### src/rtl/seq_multiply.sv
// Iterative shift-and-add unsigned multiplier, one multiplier bit per clock.
// Optional early completion when the remaining multiplier bits are zero: define MULT_EARLY_DONE_EN.
module seq_multiply #(
  parameter int WIDTH = 8
) (
  input  logic                 clk,
  input  logic                 rst,
  input  logic                 start,
  input  logic [WIDTH-1:0]     inp1,
  input  logic [WIDTH-1:0]     inp2,
  output logic [2*WIDTH-1:0]   prod,
  output logic                 rdy
);

  localparam int CW = $clog2(WIDTH + 1);

  typedef enum logic [1:0] {IDLE, BUSY, DONE} state_t;

  state_t             state, next_state;
  logic [2*WIDTH-1:0] mcand;
  logic [2*WIDTH-1:0] acc;
  logic [WIDTH-1:0]   mplier;
  logic [CW-1:0]      count;
  logic               last;
  logic               load;
  logic               step;
  logic               finish;

  // BUSY spends one extra edge after the final iteration to publish the result.
`ifdef MULT_EARLY_DONE_EN
  assign last = (count == CW'(WIDTH)) || ((count != '0) && (mplier == '0));
`else
  assign last = (count == CW'(WIDTH));
`endif

  always_ff @(posedge clk) begin
    if (rst) state <= IDLE;
    else     state <= next_state;
  end

  always_comb begin
    next_state = state;
    unique case (state)
      IDLE:    if (start)  next_state = BUSY;
      BUSY:    if (last)   next_state = DONE;
      DONE:    if (!start) next_state = IDLE;
      default: next_state = IDLE;
    endcase
  end

  always_comb begin
    load   = 1'b0;
    step   = 1'b0;
    finish = 1'b0;
    unique case (state)
      IDLE:    load = start;
      BUSY: begin
        step   = !last;
        finish = last;
      end
      default: ;
    endcase
  end

  always_ff @(posedge clk) begin
    if (rst) begin
      mcand  <= '0;
      mplier <= '0;
      acc    <= '0;
      count  <= '0;
      prod   <= '0;
      rdy    <= 1'b0;
    end else begin
      if (load) begin
        mcand  <= {{WIDTH{1'b0}}, inp1};
        mplier <= inp2;
        acc    <= '0;
        count  <= '0;
      end else if (step) begin
        // The multiplicand shifts left in step with the counter, so acc += inp1 << count.
        if (mplier[0]) acc <= acc + mcand;
        mcand  <= mcand << 1;
        mplier <= mplier >> 1;
        count  <= count + CW'(1);
      end
      if (finish) prod <= acc;
      rdy <= (next_state == DONE);
    end
  end

endmodule

### config.mk
export PLATFORM = sky130hd
export DESIGN_NAME = seq_multiply
export DESIGN_NICKNAME = d
export VERILOG_FILES = /design/src/rtl/seq_multiply.sv
export SDC_FILE = /design/constraint.sdc
export NUM_CORES = 1
export LEC_CHECK = 0
export CAP_MARGIN = 20
export CORE_AREA = 2 2 100 78
export DETAILED_ROUTE_END_ITERATION = 12
export DIE_AREA = 0 0 102 80
export PLACE_DENSITY = 0.71
export SLEW_MARGIN = 20
export SYNTH_ARGS = -nofsm -noshare
export SYNTH_HDL_FRONTEND = slang
export SYNTH_SLANG_ARGS = --single-unit
### constraint.sdc
create_clock -name clk -period 2.8 [get_ports clk]
set_input_delay 0.28 -clock clk [delete_from_list [all_inputs] [get_ports clk]]
set_output_delay 0.28 -clock clk [all_outputs]
set_load 0.02 [all_outputs]
==> summary.md, run 1 <==
| Metric | Value |
|---|---|
| Hold Path Depth | `2` |
| GP Congestion | `0.881` |
| Yosys top cell area share | `0.402` |
| I/O pin total | `36` |
| Worst-margin pin slew | `0.878 ns` |
| Period utilisation layout | `0.791` |
| Lkg Pwr | `1.44 nW` |
| Worst Reg-to-Reg Cells | `8` |
| Worst EP required | `3.04 ns` |
| Switch Pwr | `0.463 mW` |
| Maximum clock rate | `452 MHz` |
| Mapped Area | `3140 um2` |
| Number of synthesized flops with an enable pin | `0` |
| Final Core Density | `0.526` |
| Tmin final | `2.21 ns` |
| Distinct cells, synth | `50` |
| Register area share after synthesis | `0.402` |
| Clk network pwr share | `0.433` |
| CP Launch Type | `register` |
| Rows | `27` |
| Synth warn | `0` |
| Vias in the first global route | `2,515` |
| Wire per inst | `13.7 um` |
| Share of cells above drive strength 1 | `0.0678` |
| Switching share of total power | `0.235` |
| DP HPWL | `5200 um` |
| Fin cells | `529` |
| Main flop type after synthesis | `dfxtp_1` |
| Gate power share | `0.088` |
| Largest family of logic cells by synthesized area | `simple AND/OR/NAND/NOR gates` |
| Clk sinks | `63` |
| Hold Path Sink | `prod[14]` |
| First-pass GRT wire length | `12,200 um` |
| All-layer global routing usage | `0.193` |
| Antenna Violating Nets Remaining | `0` |
| Setup Skew | `0.00657 ns` |
| RSZ-0062 raised after global routing | `no` |
| Die Wd | `102 um` |
| Post-synthesis adder-cell area fraction | `0.0742` |
| Worst R2R Setup Slack | `0.59 ns` |
| Max-slew violations | `0` |
| Area fraction in compound gates after synthesis | `0.196` |
| TritonRoute pass-1 iters | `4` |
| Worst skew pair latency | `0.34 ns` |
| Hold WC Path Type | `register to register` |
| # setup viols final | `0` |
| Placed instance area | `3560 um2` |
| Initial antenna violation count | `0` |
| Die height | `80 um` |
| FF-to-FF End | `acc[12]` |
| Post-synthesis register bit count | `63` |
| Post_cts resized | `0` |
| Critical path type | `register to register` |
| Sequential Power Share | `0.479` |
| Asr flop ratio synth | `0` |
| Crit path max fanout | `4` |
| HP Start | `prod[14]` |
| Worst Setup End Kind | `register` |
| Area Growth Syn to Fin | `20.1%` |
| Final wirelength | `7240 um` |
| CP arrival | `2.45 ns` |
| Area leader, netlist | `dfxtp_1` |
| PortBufs | `35` |
| Num CTS Buffers | `9` |
| Overflow left after global routing | `0` |
| Routed vias/inst | `5.29` |
| DR DRC count | `0` |
| Synth Area in XOR/XNOR | `0.0307` |
| Root buffer cell | `clkbuf_8` |
| Mapped Nets | `431` |
| Cell area after layout | `3770 um2` |
| Int Pwr | `1.51 mW` |
| Post-CTS Setup Bufs | `0` |
| Pwr dens | `523 nW/um2` |
| Routed vias | `2,800` |
| N_diodes | `0` |
| Nets | `461` |
| Hold Violations, Final | `0` |
| Starting Density | `0.438` |
| Initial drt markers | `175` |
| Final setup TNS | `0 ns` |
| Max-slew headroom | `0.413` |
| Largest net degree at the start of global routing | `33` |
| Status | `complete, no violations` |
| Cells after DPL | `514` |
| Cells after Synth | `394` |
| CTS clk-pin slew, worst paths | `0.07 ns` |
| Mux cell area share after synthesis | `0.00957` |
| CTS tree | `yes` |
| Core Region | `7160 um2` |
| CTS max path bufs | `2` |
| Peak supply drop | `0.202 mV` |
| Number of H-tree levels | `3` |
| Max cap viols | `0` |
| Avg Inst Size Synth | `7.96 um2` |
| Die ar. | `8160 um2` |
| Simple-gate share of the synthesized area | `0.240` |
| Hold-fix buffer count after cts | `0` |
| Reg-to-reg startpoint | `mcand[0]` |
| Largest cells by area after synthesis | `dfxtp_1 40%, nand2_1 13%, a21oi_1 7.0%` |
layout make-up:
type / count / area [um2]
Fill cell: 710 / 3390
Multi-Input combinational cell: 299 / 1730
Sequential cell: 63 / 1260
Timing Repair Buffer: 43 / 410
Clock buffer: 11 / 141
Tap cell: 101 / 126
Clock inverter: 4 / 70.1
Inverter: 8 / 30.0
per-layer routing:
layer / up-vias / global-route usage / part of all wire
met5: - / 0 / 0
met4: 0 / 0.0480 / 0.0080
met3: 6 / 0.0552 / 0.040
met2: 65 / 0.280 / 0.43
met1: 1288 / 0.278 / 0.52
li1: 1441 / - / -
cells in the final DEF, fill, tap and decap left out, types with 2 or more instances in the layout:
cell type / synthesis / final
a211o_1: 2 / 2
a21o_1: 5 / 5
a21oi_1: 44 / 44
a311oi_1: 15 / 15
a31oi_1: 5 / 5
a41oi_1: 2 / 2
and3_1: 2 / 2
and4_1: 3 / 3
buf_4: 1 / 8
bufinv_16: 0 / 2
clkbuf_8: 0 / 10
clkdlybuf4s50_1: 0 / 35
clkinv_2: 0 / 2
dfxtp_1: 63 / 63
ha_1: 17 / 17
inv_1: 8 / 8
mux2i_1: 3 / 3
nand2_1: 108 / 108
nand2b_1: 2 / 2
nand3_1: 13 / 13
nand3b_1: 3 / 3
nand4_1: 3 / 3
nor2_1: 23 / 23
nor3_1: 6 / 6
nor4_1: 2 / 2
o21ai_0: 3 / 3
o21ai_1: 5 / 5
xnor2_1: 5 / 5
xor2_1: 6 / 6
flip-flops by register name, summed over array words and instances, names as in the netlist:
register / cells
acc: 16
count: 4
mcand: 16
mplier: 8
prod: 16
rdy: 1
state: 2
power groups by stage:
stage                     logic [mW]  registers (mW)  clock network (mW)
final                          0.174           0.944               0.853
after global routing           0.196           0.947               0.912
after CTS                      0.174           0.944               0.881
after detailed placement       0.173           0.964                   0
after global placement         0.171           0.963                   0
after floorplan                0.121           0.956                   0
cells in the mapped netlist (2+ instances only):
cell and instances:
a211o_1 2, a21o_1 5, a21oi_1 44, a311oi_1 15, a31oi_1 5, a41oi_1 2, and3_1 2, and4_1 3
buf_2 8, buf_6 2, clkbuf_1 13, dfxtp_1 63, ha_1 17, inv_1 8, mux2i_1 3, nand2_1 108
nand2b_1 2, nand3_1 13, nand3b_1 3, nand4_1 3, nor2_1 23, nor3_1 6, nor4_1 2, o21ai_0 3
o21ai_1 5, xnor2_1 5, xor2_1 6
critical path: stages (launching register included):
cell,delay [ns]
dfxtp_1,0.33
ha_1,0.23
fa_1,0.40
a21o_1,0.21
a31oi_1,0.27
o21ai_2,0.14
a41oi_1,0.26
mux2i_1,0.21
nand2_1,0.06
cell families after synthesis:
group,after synthesis
AO/OA/AOI/OAI,94
buffers and inverters,32
flip-flops,63
adder cells (fa/ha/maj),18
AND/OR/NAND/NOR,173
multiplexers,3
XOR/XNOR,11
through the flow:
stage	hold WS [ns]	setup WS [ns]	total power, mW
finish	0.453	0.586	1.97
global route	0.467	0.424	2.05
CTS	0.456	0.594	2.00
detailed placement	0.447	0.598	1.14
global placement	0.441	0.634	1.13
floorplan	0.416	0.765	1.08
how the worst max path moves through the flow:
stage / start / to / slack (ns) / cells past startpoint
2_1_floorplan: mcand[0] / acc[12] / 0.77 / 8
5_1_grt: mcand[0] / acc[12] / 0.42 / 8
3_5_place_dp: mcand[0] / acc[12] / 0.60 / 8
4_1_cts: mcand[0] / acc[12] / 0.59 / 8
6_report: mcand[0] / acc[12] / 0.59 / 8
3_3_place_gp: mcand[0] / acc[12] / 0.63 / 8
(Power assumes the default switching activity.)
==> run 2: changes to the inputs <==
- PLACE_DENSITY: 0.71 -> 0.73
- clock period: 2.8 -> 1.85 ns (I/O delays scaled with it)
==> run 2 against run 1 <==
Net effect:
- the run now ends with setup timing left
- via count up 11%
- combinational power up 110%
- clock skew up 0.0062 ns
- clock-buffer cell count up 2
- flip-flop and latch count unchanged
==> summary.md, run 2 (synthesis gave the netlist of run 1 again) <==
| Metric | Value |
|---|---|
| Status | `finished, violations left` |
| Failing checks | `setup timing` |
| Rows | `27 (unchanged)` |
| DR DRC count | `0 (unchanged)` |
| Overflow left after global routing | `0 (unchanged)` |
| Final wirelength | `8530 um (+18%)` |
| I/O pin total | `36 (unchanged)` |
| Number of H-tree levels | `3 (unchanged)` |
| # setup viols final | `4 (+4)` |
| Critical path's slowest cell | `or4_1` |
| Lkg Pwr | `1.72 nW (+19%)` |
| Fin Hold WS | `0.391 ns (-0.0625 ns)` |
| Worst Setup End Kind | `register` |
| Worst Path Buf+Inv | `0 (unchanged)` |
| Area Growth Syn to Fin | `41.8%` |
| Worst-margin pin slew | `0.403 ns (-0.476 ns)` |
| Grt met2 use | `0.326 (+0.0454)` |
| Antenna Violating Nets Remaining | `0 (unchanged)` |
| Initial drt markers | `128 (-27%)` |
| Die height | `80 um (unchanged)` |
| CP Launch Type | `register` |
| All-layer global routing usage | `0.214 (+0.0211)` |
| GP Congestion | `0.891 (+1.1%)` |
| CTS clk-pin slew, worst paths | `0.08 ns (about the same)` |
| TritonRoute pass-1 iters | `5 (+1)` |
| Die Wd | `102 um (unchanged)` |
| Core Region | `7160 um2 (unchanged)` |
| Starting Density | `0.438 (unchanged)` |
| CP arrival | `2.19 ns (-0.26 ns)` |
| Largest net degree at the start of global routing | `32 (-3.0%)` |
| Routed vias | `3,115 (+11%)` |
| Die ar. | `8160 um2 (unchanged)` |
| RSZ-0062 raised after global routing | `yes` |
| Period utilisation layout | `1.03 (+0.241)` |
| Worst EP required | `2.13 ns (-0.91 ns)` |
| Met1 usage | `0.295 (+0.0166)` |
| Fin worst setup slack | `-0.0592 ns (-0.645 ns)` |
| Hold WC Path Type | `input pin to register` |
| Max-slew headroom | `0.731 (+0.317)` |
| Max-slew violations | `0 (unchanged)` |
| Nets | `515 (+12%)` |
| Routed vias/inst | `5.33 (+0.77%)` |
| Final Core Density | `0.621 (+0.0954)` |
| Commonest non-fill, non-tap cells in the layout | `108 x nand2_1, 60 x buf_4, 54 x dfxtp_1` |
| Cells after DPL | `565 (+9.9%)` |
| N_diodes | `0 (unchanged)` |
| Grt peak-use layer | `met2` |
| PortBufs | `35 (unchanged)` |
| Root buffer cell | `clkbuf_8` |
| Cell area after layout | `4450 um2 (+18%)` |
| Fin cells | `584 (+10%)` |
| Met3 Use GR | `0.0490 (-0.00613)` |
| Vias in the first global route | `2,779 (+10%)` |
| Critical path type | `register to register` |
| Clk sinks | `63 (unchanged)` |
| Initial antenna violation count | `0 (unchanged)` |
| Cell-by-cell trace of the critical path | `ha_4 -> fa_2 -> a21o_1 -> a31oi_4 -> o21ai_4 -> a21boi_1 -> or4_1 -> nand3_1` |
| Final Power | `3.27 mW (+66%)` |
| DP HPWL | `5860 um (+13%)` |
| Num CTS Buffers | `9 (unchanged)` |
| Placed instance area | `3980 um2 (+12%)` |
| Setup Skew | `0.0128 ns (+0.00623 ns)` |
| CTS tree | `yes` |
| Tmin final | `1.91 ns (-0.305 ns)` |
| Share of cells above drive strength 1 | `0.236 (+0.168)` |
| Wire per inst | `14.6 um (+6.6%)` |
| First-pass GRT wire length | `13,400 um (+11%)` |
| Maximum clock rate | `524 MHz (+16%)` |
| Delay-heaviest family, CP | `compound AO/OA/AOI/OAI gates` |
| Most common cell after layout, fill and taps aside | `nand2_1` |
| Worst skew pair latency | `0.35 ns (about the same)` |
| CTS max path bufs | `2 (unchanged)` |
| Fillers | `623 (-12%)` |
| Critical Path Max Stage Delay | `0.41 ns (about the same)` |
| Regs by FF count | `acc x16, mcand x16, prod x16` |
| Crit path max fanout | `4 (unchanged)` |
| Peak supply drop | `0.359 mV (+77%)` |
| Hold Violations, Final | `0 (unchanged)` |
| Pwr dens | `735 nW/um2 (+40%)` |
| Max cap viols | `0 (unchanged)` |
-- run 2: changes by cell type in the layout (fill, tap and decap cells not counted), moves of 2 or more --
cell,before,now
a31oi_1,5,3
a41oi_2,0,2
dfxtp_2,0,8
clkinv_2,2,0
a41oi_1,2,0
a21oi_2,1,4
buf_4,8,60
ha_1,17,5
dfxtp_1,63,54
clkbuf_1,1,3
a21oi_1,44,41
ha_4,0,12
-- run 2: worst paths after layout --
path	from	endpoint	slack, ns	depth (start not counted)
setup / recovery	mcand[0]	acc[10]	-0.06	8
hold / removal	inp2[7]	mplier[7]	0.39	3
setup reg to reg	mcand[0]	acc[10]	-0.06	8
hold reg to reg	prod[4]	prod[4]	0.45	2
-- run 2: tightest hold or removal path, stage by stage --
cell             delay [ns]
clkdlybuf4s50_1        0.40
nand2_1                0.06
a21oi_1                0.05
-- run 2: power by group --
group	total, mW	leakage (nW)	internal (mW)	switching [mW]
clock	1.47	0.118	0.935	0.536
combinational	0.367	1.08	0.178	0.189
sequential	1.43	0.516	1.39	0.0375
-- run 2: through the flow --
| step | setup TNS [ns] | setup WS (ns) |
|---|---|---|
| floorplan | 0 | 0.00108 |
| global placement | -0.232 | -0.0604 |
| global route | -0.731 | -0.129 |
| CTS | -0.101 | -0.0519 |
| detailed placement | -0.312 | -0.0823 |
| finish | -0.141 | -0.0592 |
-- run 2: area by class of cell --
class	instances	area, um2	share of cell area
repair buffers	97	832	0.187
clock inverters	3	90.1	0.0202
well taps	101	126	0.0284
multi-input cells	299	1950	0.438
clock buffers	13	149	0.0335
inverters	8	30.0	0.00675
flip-flops and latches	63	1270	0.286
-- run 2: repair_timing --
| action | in CTS | in global routing |
|---|---|---|
| endpoints found under the setup margin | 6 | 11 |
| hold endpoints to repair | 0 | 0 |
| pin swaps | 5 | 14 |
| resized for setup | 11 | 23 |
| setup buffers | 0 | 3 |
| hold buffers | 0 | 0 |
-- run 2: routing by layer --
layer | vias to the layer above | share of wire
met1 | 1447 | 0.49
met4 | 0 | 0.016
met5 | - | 0
met3 | 16 | 0.059
li1 | 1553 | -
met2 | 99 | 0.44
